File: config.mk
export PLATFORM = sky130hd
export DESIGN_NAME = wb_retire_buf
export DESIGN_NICKNAME = d
export VERILOG_FILES = /design/src/rtl/cpu_pkg.sv /design/src/rtl/wb_entry_fifo.sv /design/src/rtl/wb_retire_buf.sv
export SDC_FILE = /design/constraint.sdc
export NUM_CORES = 1
export LEC_CHECK = 0
export BUFFER_PORTS_ARGS = -buffer_cell sky130_fd_sc_hd__buf_2
export CORE_ASPECT_RATIO = 1.75
export CORE_MARGIN = 2
export CORE_UTILIZATION = 55
export CTS_CLUSTER_DIAMETER = 30
export CTS_CLUSTER_SIZE = 14
export DETAILED_ROUTE_END_ITERATION = 7
export PLACE_DENSITY = 0.76
export SYNTH_ARGS = -nofsm -noshare
export SYNTH_HDL_FRONTEND = slang
export SYNTH_SLANG_ARGS = --single-unit
File: constraint.sdc
create_clock -name clk -period 8.3 [get_ports clk]
set_input_delay 0.83 -clock clk [delete_from_list [all_inputs] [get_ports clk]]
set_output_delay 0.83 -clock clk [all_outputs]
set_load 0.05 [all_outputs]
File: src/rtl/cpu_pkg.sv
// cpu_pkg: shared CPU widths, constants and the writeback entry type
package cpu_pkg;
  localparam int CPU_DATA_W = 32;
  localparam int CPU_RADDR_W = 5;
  localparam logic [CPU_RADDR_W-1:0] NOP_REG_ADDR = '0;
  localparam logic [CPU_DATA_W-1:0] ZERO_WORD = '0;
  typedef struct packed {
    logic [CPU_DATA_W-1:0] pc;
    logic [CPU_RADDR_W-1:0] rd;
    logic [CPU_DATA_W-1:0] wdata;
    logic wreg;
  } wb_entry_t;
endpackage

File: src/rtl/wb_entry_fifo.sv
// wb_entry_fifo: DEPTH-deep FIFO of packed writeback entries with occupancy; WB_RETIRE_FWD_EN exposes all slots
module wb_entry_fifo #(
  parameter int W = 70,
  parameter int DEPTH = 4,
  localparam int AW = $clog2(DEPTH),
  localparam int LW = AW + 1
) (
  input  logic          clk,
  input  logic          rst,
  input  logic          flush,
  input  logic          push,
  input  logic          pop,
  input  logic [W-1:0]  din,
  output logic [W-1:0]  dout,
  output logic [LW-1:0] level
`ifdef WB_RETIRE_FWD_EN
  ,
  output logic [DEPTH*W-1:0] slots,
  output logic [AW-1:0]      rd_ptr
`endif
);
  logic [W-1:0] mem_q [DEPTH];
  logic [AW-1:0] rd_ptr_q, rd_ptr_d, wr_ptr_q, wr_ptr_d;
  logic [LW-1:0] level_q, level_d;
  // pointers wrap naturally at the power-of-two depth; flush empties the queue
  always_comb begin
    rd_ptr_d = flush ? '0 : rd_ptr_q + AW'(pop);
    wr_ptr_d = flush ? '0 : wr_ptr_q + AW'(push);
    level_d = flush ? '0 : level_q + LW'(push) - LW'(pop);
  end
  // pointer and occupancy state
  always_ff @(posedge clk) begin
    if (rst) begin
      rd_ptr_q <= '0;
      wr_ptr_q <= '0;
      level_q <= '0;
    end else begin
      rd_ptr_q <= rd_ptr_d;
      wr_ptr_q <= wr_ptr_d;
      level_q <= level_d;
    end
  end
  // entry storage, written at the tail
  always_ff @(posedge clk) begin
    if (push && !flush) mem_q[wr_ptr_q] <= din;
  end
  assign dout = mem_q[rd_ptr_q];
  assign level = level_q;
`ifdef WB_RETIRE_FWD_EN
  // flatten storage for the forwarding lookup
  always_comb begin
    for (int i = 0; i < DEPTH; i++) slots[i*W +: W] = mem_q[i];
  end
  assign rd_ptr = rd_ptr_q;
`endif
endmodule

File: src/rtl/wb_retire_buf.sv
// wb_retire_buf: queued MEM->WB retire stage with empty bypass, hold, flush, x0 suppression and retire counter
// Optional feature macro WB_RETIRE_FWD_EN adds a combinational register-forwarding lookup.
module wb_retire_buf
  import cpu_pkg::*;
#(
  parameter int DATA_W = CPU_DATA_W,
  parameter int RADDR_W = CPU_RADDR_W,
  parameter int DEPTH = 4,
  parameter int RET_CNT_W = 32,
  localparam int LW = $clog2(DEPTH) + 1
) (
  input  logic                 clk,
  input  logic                 rst,
  input  logic                 flush,
  input  logic                 wb_hold,
  input  logic                 in_valid,
  output logic                 in_ready,
  input  logic [DATA_W-1:0]    in_pc,
  input  logic [RADDR_W-1:0]   in_rd,
  input  logic [DATA_W-1:0]    in_wdata,
  input  logic                 in_wreg,
  output logic                 wb_valid,
  output logic [DATA_W-1:0]    wb_pc,
  output logic [RADDR_W-1:0]   wb_rd,
  output logic [DATA_W-1:0]    wb_wdata,
  output logic                 wb_wreg,
  output logic [RET_CNT_W-1:0] ret_cnt,
  output logic [LW-1:0]        level
`ifdef WB_RETIRE_FWD_EN
  ,
  input  logic [RADDR_W-1:0]   fwd_raddr,
  output logic                 fwd_hit,
  output logic [DATA_W-1:0]    fwd_data
`endif
);
  typedef struct packed {
    logic [DATA_W-1:0] pc;
    logic [RADDR_W-1:0] rd;
    logic [DATA_W-1:0] wdata;
    logic wreg;
  } ent_t;
  localparam int EW = $bits(ent_t);
  localparam int AW = LW - 1;
  ent_t in_ent, head, nxt, wb_q, wb_d;
  logic wb_valid_q, wb_valid_d, push, pop, load, fifo_push;
  logic [RET_CNT_W-1:0] ret_cnt_q, ret_cnt_d;
  logic [LW-1:0] lvl;
  assign in_ent = {in_pc, in_rd, in_wdata, in_wreg};
  assign in_ready = (lvl != LW'(DEPTH)) && !flush;
  // retire the FIFO head if any, else bypass a fresh push straight into the output regs
  always_comb begin
    push = in_valid && in_ready;
    pop = (lvl != '0) && !wb_hold && !flush;
    load = pop || ((lvl == '0) && push && !wb_hold);
    fifo_push = push && !(load && !pop);
    nxt = pop ? head : in_ent;
    nxt.wreg = nxt.wreg && (nxt.rd != RADDR_W'(NOP_REG_ADDR));
    wb_d = load ? nxt : wb_q;
    wb_d.wreg = load ? nxt.wreg : wb_q.wreg && wb_hold && !flush;
    wb_valid_d = load || (wb_valid_q && wb_hold && !flush);
    ret_cnt_d = ret_cnt_q + RET_CNT_W'(load);
  end
  // registered retirement outputs and retire counter
  always_ff @(posedge clk) begin
    if (rst) begin
      wb_q <= '0;
      wb_valid_q <= 1'b0;
      ret_cnt_q <= '0;
    end else begin
      wb_q <= wb_d;
      wb_valid_q <= wb_valid_d;
      ret_cnt_q <= ret_cnt_d;
    end
  end
  assign wb_valid = wb_valid_q;
  assign wb_pc = wb_q.pc;
  assign wb_rd = wb_q.rd;
  assign wb_wdata = wb_q.wdata;
  assign wb_wreg = wb_q.wreg;
  assign ret_cnt = ret_cnt_q;
  assign level = lvl;
`ifdef WB_RETIRE_FWD_EN
  logic [DEPTH*EW-1:0] slots;
  logic [AW-1:0] rd_ptr, idx;
  ent_t e;
  // scan oldest to youngest so the youngest match wins; output regs are the oldest
  always_comb begin
    fwd_hit = wb_q.wreg && (wb_q.rd == fwd_raddr) && (fwd_raddr != '0);
    fwd_data = wb_q.wdata;
    idx = '0;
    e = '0;
    for (int i = 0; i < DEPTH; i++) begin
      idx = rd_ptr + AW'(i);
      e = slots[idx*EW +: EW];
      if ((LW'(i) < lvl) && e.wreg && (e.rd != '0) && (e.rd == fwd_raddr)) begin
        fwd_hit = 1'b1;
        fwd_data = e.wdata;
      end
    end
  end
`endif
  wb_entry_fifo #(.W(EW), .DEPTH(DEPTH)) u_fifo (
    .clk(clk),
    .rst(rst),
    .flush(flush),
    .push(fifo_push),
    .pop(pop),
    .din(in_ent),
    .dout(head),
    .level(lvl)
`ifdef WB_RETIRE_FWD_EN
    ,
    .slots(slots),
    .rd_ptr(rd_ptr)
`endif
  );
endmodule

==> summary.md <==
| Metric | Value |
|---|---|
| Slowest library cell on the worst path | `nand2_4` |
| Tightest Hold Check Type | `reg -> reg` |
| Post-synth top flop | `edfxtp_1` |
| CTS tree | `done` |
| Via/cell ratio | `5.85` |
| #FFs+latches synth | `390` |
| Most frequent cells in the layout | `edfxtp_1 (280), buf_2 (180), dfxtp_1 (108)` |
| Critical path required time | `8.68 ns` |
| Worst setup path category | `reg -> reg` |
| P&R area growth vs syn | `18.4%` |
| Max FO, Critical Path | `42` |
| Core Region | `26700 um^2` |
| Sequential fraction of the synthesis area | `0.710` |
| Clk Tree Root Cell | `clkbuf_16` |
| Die Span X | `129 um` |
| EDFF count, synth | `280` |
| R2r startpoint | `u_fifo.level[2]` |
| Multi-input logic area | `4110 um^2` |
| First-pass GRT wire length | `47.5 mm` |
| Drt total wl | `30.5 mm` |
| Filler Cell Count | `1874` |
| Clk_skew | `0.0136 ns` |
| Clock Pin Slew Worst Setup and Hold Paths | `0.06 ns` |
| Avg Inst Size Synth | `16.6 um^2` |
| FP Rows | `79` |
| Setup tns final | `0 ns` |
| Vias | `8454` |
| Vias in the first global route | `8752` |
| Initial Util | `0.560` |
| Number of remaining DRC errors | `0` |
| Hold_buf cts | `0` |
| Fmax | `323 MHz` |
| Level count of the clock H-tree | `2` |
| Critical path, cell by cell | `or3_1 > nand2_4 > inv_1 > ha_1 > inv_1 > ha_1 > fa_1 > xnor2_1 > xnor2_1 > nor3_1` |
| Slew HR | `0.239` |
| FF/Latch Area | `10600 um^2` |
| Port Buffers | `181` |
| Pwr Total | `4.39 mW` |
| Setup crit start kind | `flip-flop` |
| Final Wtd Congestion | `0.860` |
| Worst setup path startpoint | `u_fifo.level[2]` |
| GRT overflow | `0` |
| Fraction of registers with async set/reset | `0` |
| RSZ-0062 raised after global routing | `false` |
| CTS Buf Count | `44` |
| Final setup margin | `5.21 ns` |
| Starting DRT DRC Count | `496` |
| Commonest non-fill, non-tap cell in the layout | `edfxtp_1` |
| Crit path DAT | `3.47 ns` |
| Syn Nets | `982` |
| Clk sinks | `390` |
| Pin count of the biggest net entering global routing | `99` |
| Final Hold Fails | `0` |
| Dpl ws | `4.79 ns` |
| Die height | `222 um` |
| Hold slack final | `0.485 ns` |
| Num ports | `182` |
| Final core utilization | `0.664` |
| Die ar. | `28600 um^2` |
| DRT Pass-1 Iters | `5` |
| Status | `finished clean` |
| Final ANT Viol Nets | `0` |
| Final Max Tran Viols | `0` |
| Mapped Cells | `900` |
| Fin nets | `1162` |
| Post-CTS Setup Inserts | `0` |
| Tot GR Track Use | `0.217` |
| Post_cts resized | `0` |
| Yosys warnings | `0` |
| Detail Placement HPWL | `17.8 mm` |
| Least-Margin Pin Slew | `1.14 ns` |
| Initial antenna violation count | `6` |
| Clk_lat worst skew | `0.54 ns` |
| Share of cells above drive strength 1 | `0.309` |
| CP max stage delay | `0.60 ns` |
| Max-cap violations | `0` |
| Yosys cell types | `40` |
| Final period utilization | `0.373` |
| Max clock buf depth | `3` |
| Critical path endpoint category | `flip-flop` |
| Mapped Area | `15000 um^2` |
| P_leak | `6.62 nW` |
| Peak VDD IR | `186 uV` |
| Final min period | `3.09 ns` |
| Wire per inst | `21.1 um` |
| Power Dens Cells | `248 nW/um^2` |
| Min-delay src | `ret_cnt[31]` |
| Endpoints failing setup | `0` |
==> state kept, by name (all words and copies together) (netlist names) <==
register and count:
u_fifo.rd_ptr_q 2, u_fifo.wr_ptr_q 2, wb_pc 32, ret_cnt 32, wb_valid 1, wb_wreg 1
u_fifo.level 3, u_fifo.mem_q 280, wb_rd 5, wb_wdata 32
==> cell usage after synthesis (14+ instances only) <==
| master | instances | share of area |
|---|---|---|
| a211oi_1 | 67 | 0.034 |
| buf_2 | 14 | 0.0047 |
| clkbuf_1 | 39 | 0.0098 |
| dfxtp_1 | 110 | 0.15 |
| edfxtp_1 | 280 | 0.56 |
| mux2i_1 | 68 | 0.046 |
| mux4_2 | 70 | 0.11 |
| nand2_1 | 18 | 0.0045 |
| nor2_1 | 104 | 0.026 |
| xnor2_1 | 14 | 0.0082 |
| xor2_1 | 15 | 0.0088 |
==> area by class of cell <==
type | instances | area share
Timing Repair Buffer | 190 | 0.0551
Clock inverter | 29 | 0.0213
Clock buffer | 51 | 0.0660
Multi-Input combinational cell | 444 | 0.232
Sequential cell | 390 | 0.599
Tap cell | 324 | 0.0229
Antenna cell | 6 | 0.000848
Inverter | 10 | 0.00212
==> cells by family after synthesis <==
logic type      Yosys count  synth area share
buf+inv                  66            0.0178
mux                     139             0.152
compound gates           84            0.0404
simple gates            185            0.0572
fa+ha+maj                 7           0.00636
flops                   390             0.710
xor+xnor                 29            0.0170
==> critical path: cells and delay by family (launching register included) <==
kind | cells | cell delay [ns]
simple gates | 3 | 1.10
fa+ha+maj | 3 | 0.90
flops | 1 | 0.35
xor+xnor | 2 | 0.32
buf+inv | 2 | 0.25
==> through the flow <==
| stage | cells | area [um^2] |
|---|---|---|
| detailed placement | 1358 | 16200 |
| CTS | 1438 | 17700 |
| floorplan | 900 | 15000 |
| finish | 1444 | 17700 |
| global placement | 1358 | 16200 |
| global route | 1442 | 17700 |
==> layer usage <==
layer,track usage,share of wire,up-vias,wire (um)
met3,0.0410,0.056,74,1720
met4,0.0964,0.039,0,1180
met2,0.385,0.53,275,16200
li1,-,-,3881,-
met5,0,0,-,0
met1,0.254,0.37,4224,11400
==> power by group <==
group / internal [mW] / switching (mW)
Combinational: 0.0683 / 0.165
Clock: 1.24 / 0.773
Sequential: 2.12 / 0.0171
==> path summary, 6_finish.rpt <==
| check | end | slack, ns | cells after the start |
|---|---|---|---|
| worst max register to register | u_fifo.level[2] | 5.21 | 10 |
| worst min-delay path | ret_cnt[31] | 0.48 | 2 |
| worst max-delay path | u_fifo.level[2] | 5.21 | 10 |
| worst min register to register | ret_cnt[31] | 0.48 | 2 |
No activity file was read; power rests on OpenSTA's default activity.
